`src/rtl/receiver_pkg.sv`:
```
// receiver_pkg: shared definitions for the UART receive path.
//   rx_state_t        - receiver FSM states
//   DATA_BITS         - payload bits per frame (8N1)
//   DEFAULT_COUNT_MAX - bit period minus one in CLK cycles; the byte
//                       transmitter imports this same constant so both
//                       ends agree on the baud rate.
//   maj3              - 2-of-3 majority vote
package receiver_pkg;

    localparam int unsigned DATA_BITS         = 8;
    localparam logic [8:0]  DEFAULT_COUNT_MAX = 9'd259;

    typedef enum logic [2:0] {
        IDLE      = 3'd0,
        START     = 3'd1,
        DATA      = 3'd2,
        STOP      = 3'd3,
        WAIT_HIGH = 3'd4
    } rx_state_t;

    function automatic logic maj3(input logic a, input logic b, input logic c);
        return (a & b) | (a & c) | (b & c);
    endfunction

endpackage

```
`src/rtl/receiver_sync2.sv`:
```
// receiver_sync2: two-flop synchronizer for an asynchronous input.
// Resets to 1 so an idle-high line does not look like a start edge.
//   CLK - system clock
//   RST - asynchronous, active-high reset
//   d   - asynchronous input
//   q   - synchronized output
module receiver_sync2 (
    input  logic CLK,
    input  logic RST,
    input  logic d,
    output logic q
);

    logic meta;

    always_ff @(posedge CLK or posedge RST) begin
        if (RST) begin
            meta <= 1'b1;
            q    <= 1'b1;
        end else begin
            meta <= d;
            q    <= meta;
        end
    end

endmodule

```
`src/rtl/receiver.sv`:
```
// receiver: UART receive end (8N1, LSB first, idle-high line).
// Samples the synchronized line at mid-bit with a bit-period counter and
// presents each byte on a valid/ready handshake.
//   CLK       - system clock
//   RST       - asynchronous, active-high reset
//   in        - serial RX line (asynchronous, idle high)
//   out       - received byte, stable while valid=1
//   valid     - out holds an unconsumed byte
//   ready     - consumer takes out when valid && ready at a CLK edge
//   frame_err - one-cycle pulse: stop bit sampled 0
//   overrun   - one-cycle pulse: completed byte dropped, holding reg full
// Build option: define RECEIVER_MAJORITY_EN for 2-of-3 majority sampling
// around each sample point (requires COUNT_MAX >= 4).
module receiver
    import receiver_pkg::*;
#(
    parameter int unsigned             COUNT_WIDTH = 9,
    parameter logic [COUNT_WIDTH-1:0]  COUNT_MAX   = COUNT_WIDTH'(DEFAULT_COUNT_MAX)
) (
    input  logic       CLK,
    input  logic       RST,
    input  logic       in,
    output logic [7:0] out,
    output logic       valid,
    input  logic       ready,
    output logic       frame_err,
    output logic       overrun
);

    localparam logic [COUNT_WIDTH-1:0] HALF = COUNT_MAX >> 1;

`ifdef RECEIVER_MAJORITY_EN
    // Votes are taken at target-1, target, target+1 and acted on at
    // target+1. For data/stop bits the target is COUNT_MAX, so target+1
    // is the wrapped count 0; restarting from 1 keeps the period at
    // COUNT_MAX+1 without the counter ever exceeding COUNT_MAX.
    localparam logic [COUNT_WIDTH-1:0] START_PT = HALF + 1'b1;
    localparam logic [COUNT_WIDTH-1:0] BIT_PT   = '0;
    localparam logic [COUNT_WIDTH-1:0] RESTART  = COUNT_WIDTH'(1);
`else
    localparam logic [COUNT_WIDTH-1:0] START_PT = HALF;
    localparam logic [COUNT_WIDTH-1:0] BIT_PT   = COUNT_MAX;
    localparam logic [COUNT_WIDTH-1:0] RESTART  = '0;
`endif

    rx_state_t              state;
    logic [COUNT_WIDTH-1:0] cnt;
    logic [COUNT_WIDTH-1:0] cnt_next;
    logic [2:0]             bit_idx;
    logic [7:0]             shift;
    logic                   rxs;
    logic                   sample;
    logic                   start_pt;
    logic                   bit_pt;
    logic                   complete;

    receiver_sync2 u_sync (
        .CLK (CLK),
        .RST (RST),
        .d   (in),
        .q   (rxs)
    );

`ifdef RECEIVER_MAJORITY_EN
    // hist[1] / hist[0] hold rxs from two cycles / one cycle ago.
    logic [1:0] hist;

    always_ff @(posedge CLK or posedge RST) begin
        if (RST) hist <= '1;
        else     hist <= {hist[0], rxs};
    end

    always_comb begin
        sample = maj3(hist[1], hist[0], rxs);
    end
`else
    always_comb begin
        sample = rxs;
    end
`endif

    always_comb begin
        start_pt = (state == START) && (cnt == START_PT);
        bit_pt   = ((state == DATA) || (state == STOP)) && (cnt == BIT_PT);
        complete = (state == STOP) && bit_pt && sample;
        cnt_next = (cnt == COUNT_MAX) ? '0 : cnt + 1'b1;
    end

    always_ff @(posedge CLK or posedge RST) begin
        if (RST) begin
            state     <= IDLE;
            cnt       <= '0;
            bit_idx   <= '0;
            shift     <= '0;
            out       <= 8'h00;
            valid     <= 1'b0;
            frame_err <= 1'b0;
            overrun   <= 1'b0;
        end else begin
            frame_err <= 1'b0;
            overrun   <= 1'b0;

            case (state)
                IDLE: begin
                    cnt <= '0;
                    if (!rxs) state <= START;
                end
                START: begin
                    if (start_pt) begin
                        if (sample) begin
                            // Line back high at mid start bit: glitch.
                            cnt   <= '0;
                            state <= IDLE;
                        end else begin
                            cnt     <= RESTART;
                            bit_idx <= '0;
                            state   <= DATA;
                        end
                    end else begin
                        cnt <= cnt_next;
                    end
                end
                DATA: begin
                    if (bit_pt) begin
                        shift[bit_idx] <= sample;
                        cnt            <= RESTART;
                        if (bit_idx == 3'(DATA_BITS - 1)) state   <= STOP;
                        else                               bit_idx <= bit_idx + 1'b1;
                    end else begin
                        cnt <= cnt_next;
                    end
                end
                STOP: begin
                    if (bit_pt) begin
                        cnt <= '0;
                        if (sample) begin
                            state <= IDLE;
                        end else begin
                            frame_err <= 1'b1;
                            state     <= WAIT_HIGH;
                        end
                    end else begin
                        cnt <= cnt_next;
                    end
                end
                WAIT_HIGH: begin
                    // A held-low break yields one frame_err, not one per frame time.
                    cnt <= '0;
                    if (rxs) state <= IDLE;
                end
                default: begin
                    cnt   <= '0;
                    state <= IDLE;
                end
            endcase

            // A consume and a completion in the same cycle hand over directly,
            // so valid stays high across back-to-back bytes.
            if (complete) begin
                if (!valid || ready) begin
                    out   <= shift;
                    valid <= 1'b1;
                end else begin
                    overrun <= 1'b1;
                end
            end else if (valid && ready) begin
                valid <= 1'b0;
            end
        end
    end

endmodule
```
`config.mk`:
```
export PLATFORM = sky130hd
export DESIGN_NAME = receiver
export DESIGN_NICKNAME = d
export VERILOG_FILES = /design/src/rtl/receiver_pkg.sv /design/src/rtl/receiver_sync2.sv /design/src/rtl/receiver.sv
export SDC_FILE = /design/constraint.sdc
export NUM_CORES = 1
export LEC_CHECK = 0
export CAP_MARGIN = 20
export CORE_UTILIZATION = 37
export CTS_CLUSTER_SIZE = 10
export DETAILED_ROUTE_END_ITERATION = 8
export DONT_BUFFER_PORTS = 1
export PLACE_DENSITY = 0.59
export SKIP_CTS_REPAIR_TIMING = 1
export SLEW_MARGIN = 20
export SYNTH_ARGS = -nofsm -noshare
export SYNTH_HDL_FRONTEND = slang
export SYNTH_HIERARCHICAL = 1
export SYNTH_SLANG_ARGS = --single-unit
```
`constraint.sdc`:
```
create_clock -name CLK -period 3.22 [get_ports CLK]
set_input_delay 0.161 -clock CLK [delete_from_list [all_inputs] [get_ports CLK]]
set_output_delay 0.161 -clock CLK [all_outputs]
set_load 0.1 [all_outputs]
```
==> flow_metrics.tcl, run 1 <==
set metrics [dict create \
    end_kind "flip-flop" \
    slew_headroom 0.400 \
    cts_buffers 5 \
    syn_area_per_cell_um2 11.8 \
    yosys-top-cells-count "dfrtp_1, nor2_1, mux2_2" \
    seqCellArea_um2 903 \
    pre_cts_slack_ns 0.742 \
    core_area_um2 4140 \
    vdd_drop_max_mv 0.347 \
    hold_viol 0 \
    dpl_cell_area_um2 1710 \
    seq_area_frac_synth 0.545 \
    h-tree-depth 2 \
    clk_latency_ns 0.29 \
    nNetsFinal 154 \
    multi_input_area_um2 707 \
    cts_buffer_depth 2 \
    vias 1064 \
    grt_pass1_wl_mm 4.85 \
    cp_max_fo 8 \
    cp-start-kind "flip-flop" \
    fillers 407 \
    worst_pin_slew_ns 0.900 \
    outcome "finished, final reports clean" \
    grt_max_degree 35 \
    synth_area_um2 1660 \
    synth_top_area_frac 0.513 \
    fp.dieH_um 68.9 \
    viasPerCell 5.40 \
    synth.most_common_cell "dfrtp_1" \
    synth-simple-area-share 0.175 \
    io_pins 15 \
    holdCritStartpoint "ready" \
    drt_iter0_drc 32 \
    r2r-start "cnt[2]" \
    worstHoldEndpoint "overrun" \
    synth_compound_area_frac 0.0687 \
    finClkSkew_ns 0.00863 \
    synth-seq-cells 36 \
    rsz0062_at_grt "no" \
    stdcell_area_um2 1830 \
    dp.final_hpwl_mm 2.02 \
    arrival_ns 2.61 \
    wl_mm 2.84 \
    synth_fa_ha_area_frac 0.0302 \
    synth_ff_type "dfrtp_1" \
    chipWidth_um 68.9 \
    diodes 0 \
    drt_pass1_iterations 4 \
    track_usage 0.146 \
    syn_to_final_growth_pct 10.6 \
    fin_crit_sh 0.758 \
    clock.fmax_mhz 410 \
    finalSetupTns_ns 0 \
    rows 23 \
    synth_top_family_by_area "simple AND/OR/NAND/NOR gates" \
    antenna_found_initial 0 \
    postSynth.asyncResetShare 1.00 \
    layout_setup_ws_ns 0.781 \
    path_clk_slew_ns 0.07 \
    synth_mux_area_frac 0.115 \
    holdWs_ns 0.0684 \
    yosys.area.top_type "dfrtp_1" \
    ys_warn_count 6 \
    die_area_um2 4750 \
    required_ns 3.39 \
    power.density_nw_per_um2 467 \
    ys_top_cells_by_area "dfrtp_1, mux2_2, mux2_1" \
    synth_edf_count 0 \
    rrSetupSlack_ns 0.78 \
    post-route-min-period_ns 2.44 \
    drive_gt1_frac 0.184 \
    synth_cells 141 \
    synth-xor-area-share 0.0370 \
    synth_fp_nets 149 \
    r2r_cells 4 \
    rr_endpoint "shift[0]" \
    globalRoute.totalOverflow 0 \
    root_buffer "clkbuf_8" \
    start_util 0.400 \
    cts_sinks 36 \
    hold_class "in -> reg" \
    cts_tree "built" \
    drc 0 \
    synth_cell_type_count 38 \
    grt_pass1_vias 1061 \
    max-cap-violations 0 \
    power_leakage_uw 0.000870 \
    wl_per_cell_um 14.4 \
    routabilityCongestion 0.882 \
    setup_viol 0 \
    drv_slew 0 \
    holdPathStages 2 \
    final_antenna_net_count 0 \
    port_buffers 0 \
    crit_type "reg -> reg" \
]
[logic make-up (layout without fill, tap and decap cells)]
family,after synthesis,in the layout
and+or+nand+nor,50,50
muxes,17,17
adders and majority gates,4,4
DFF,36,36
buffers and inverters,12,18
xor gates and xnor gates,7,7
AOI/OAI and AO/OA,15,15
[layout make-up]
cell class              instances  share of cell area
flip-flops and latches         36               0.492
clock inverters                 2              0.0191
well taps                      50              0.0341
repair buffers                  3              0.0150
clock buffers                   6              0.0396
inverters                       7              0.0143
multi-input cells              93               0.385
[worst max-delay path by stage]
| stage | cells after the start | to | start |
|---|---|---|---|
| after floorplan | 5 | shift[1] | cnt[2] |
| after global placement | 4 | shift[0] | cnt[2] |
| after detailed placement | 4 | shift[0] | cnt[2] |
| after CTS | 4 | shift[0] | cnt[2] |
| after global routing | 4 | shift[0] | cnt[2] |
| final | 4 | shift[0] | cnt[2] |
[layer usage]
layer  global-route usage  vias up  routed length [um]
met5                    0        -                   0
met4               0.0842        0                  76
met3               0.0395        8                  72
met2                0.235       11                1450
met1                0.173      528                1240
li1                     -      517                   -
[through the flow]
stage	cells	total power, uW	util
floorplan	141	473	-
global placement	187	477	0.412
detailed placement	187	477	0.412
CTS	195	868	0.438
global route	197	887	0.443
finish	197	856	0.443
[power by group]
group	total, uW	internal, uW	leakage, uW	switching, uW
clock	387	230	0.0000552	157
sequential	457	454	0.000481	2.41
combinational	12.8	3.46	0.000333	9.37
[cells in the final DEF, fill, tap and decap left out, drive strengths merged, types with 4 or more instances in the layout]
cell    Yosys  layout
dfrtp      34      34
xnor2       4       4
nor2       14      14
nand2       4       4
nor3        7       7
inv         7       7
nor4        5       5
mux2       17      17
ha          4       4
clkbuf      3       6
[worst max-delay path: stages (launching register included)]
cell,delay [ns]
dfrtp_1,0.44
or4_1,0.56
or4_1,0.66
nor4_1,0.32
mux2_1,0.36
[state kept, by name (all words and copies together) (netlist names)]
| register | count |
|---|---|
| bit_idx | 3 |
| u_sync/q | 1 |
| u_sync/meta | 1 |
| overrun | 1 |
| cnt | 9 |
| frame_err | 1 |
| shift | 8 |
| valid | 1 |
| state | 3 |
| out | 8 |
(Power assumes the default switching activity.)
==> run 2: changes to the inputs <==
- PLACE_DENSITY: 0.59 -> 0.61
- clock period: 3.22 -> 2.05 ns (I/O delays scaled with it)
==> flow_metrics.tcl, run 2 (synthesis results as in run 1) <==
set metrics [dict create \
    drv_slew 0 \
    worst_pin_slew_ns 0.437 \
    fp.dieH_um 68.9 \
    die_area_um2 4750 \
    final_antenna_net_count 0 \
    grt_max_degree 35 \
    nNetsFinal 181 \
    pre_cts_slack_ns -0.215 \
    syn_to_final_growth_pct 26.9 \
    antenna_found_initial 0 \
    root_buffer "clkbuf_8" \
    fin_cells 224 \
    power_leakage_uw 0.00101 \
    chipWidth_um 68.9 \
    setup_viol 8 \
    hold_class "in -> reg" \
    globalRoute.totalOverflow 0 \
    crit_type "reg -> reg" \
    mostFrequentLayoutCells "dfrtp_1, buf_4, nor2_1" \
    dp.final_hpwl_mm 2.31 \
    drt_pass1_iterations 4 \
    h-tree-depth 2 \
    required_ns 2.23 \
    cts_sinks 36 \
    violations "setup timing" \
    max-cap-violations 0 \
    grt_pass1_vias 1193 \
    cp_max_fo 8 \
    viasPerCell 5.35 \
    wl_per_cell_um 14.4 \
    layout_setup_ws_ns -0.0972 \
    final_common_cell "dfrtp_1" \
    start_util 0.400 \
    clk_latency_ns 0.29 \
    wl_mm 3.23 \
    rsz0062_at_grt "yes" \
    core_area_um2 4140 \
    cp-start-kind "flip-flop" \
    arrival_ns 2.33 \
    slew_headroom 0.709 \
    crit_top_cell "or4_4" \
    largest_reg_flops 9 \
    drive_gt1_frac 0.368 \
    crit_slowest_cell "or4_4" \
    clock.fmax_mhz 466 \
    dp.cells 214 \
    diodes 0 \
    cts_buffers 5 \
    io_pins 15 \
    fillers 396 \
    largestRegisters "cnt x9, out x8, shift x8" \
    top_register "cnt" \
    critical_path.max_stage_delay_ns 0.53 \
    drt_iter0_drc 104 \
    end_kind "flip-flop" \
    hold_viol 0 \
    path_clk_slew_ns 0.08 \
    post-route-min-period_ns 2.15 \
    rows 23 \
    finalPower_uw 1350 \
    track_usage 0.157 \
    vdd_drop_max_mv 0.392 \
    port_buffers 0 \
    holdWs_ns 0.0132 \
    cts_tree "built" \
    cts_buffer_depth 2 \
    outcome "finished, violations left" \
    routabilityCongestion 0.838 \
    path_cells "or4_4 -> or4_4 -> nor4b_2 -> mux2_1" \
    finClkSkew_ns 0.0104 \
    grt_pass1_wl_mm 5.29 \
    vias 1199 \
    finalSetupTns_ns -0.583 \
    power.density_nw_per_um2 644 \
    fin_crit_sh 1.05 \
    drc 0 \
]
-- run 2: cell count changes in the layout (fill, tap and decap cells not counted), moves of 2 or more --
cell	previous run	this run
buf_4	1	28
mux2_1	6	4
mux2_4	0	2
nor4_1	5	1
nor4_2	0	3
or3b_4	0	2
or4_1	2	0
or4_4	0	2
-- run 2: critical path: cells and delay by family, from the launching register on --
| kind | cells | cell delay, ns |
|---|---|---|
| flip-flops | 1 | 0.38 |
| multiplexers | 1 | 0.35 |
| AND/OR/NAND/NOR | 3 | 1.31 |
-- run 2: path summary, 6_finish.rpt --
check | start | end | slack (ns) | cells after the start
min | ready | overrun | 0.01 | 2
max reg2reg | cnt[6] | shift[1] | -0.1 | 4
max in group asynchronous | RST | state[2] | 1.37 | 3
min reg2reg | u_sync/meta | u_sync/q | 0.36 | 0
min in group asynchronous | RST | u_sync/meta | 0.30 | 2
max | cnt[6] | shift[1] | -0.1 | 4
-- run 2: power by group --
part | switching, uW | internal (uW)
Clock | 255 | 360
Combinational | 18.5 | 6.78
Sequential | 0.838 | 713
-- run 2: stage by stage --
stage               cell area [um^2]   util
CTS                             2020  0.488
global placement                1910  0.461
finish                          2100  0.508
detailed placement              1910  0.461
floorplan                       1670      -
global route                    2100  0.508
-- run 2: cell type report --
cell class | instances | area (um^2) | share of cell area
inverters | 7 | 26.3 | 0.0125
flip-flops and latches | 36 | 903 | 0.430
multi-input cells | 93 | 769 | 0.366
clock buffers | 5 | 68.8 | 0.0327
repair buffers | 30 | 230 | 0.109
well taps | 50 | 62.6 | 0.0297
clock inverters | 3 | 42.5 | 0.0202
-- run 2: layer usage --
metal  up-vias  track usage  share of wire
met5         -            0              0
met3        10       0.0477          0.034
met1       599        0.177           0.43
met2        18        0.267           0.51
met4         0       0.0791          0.022
li1        572            -              -
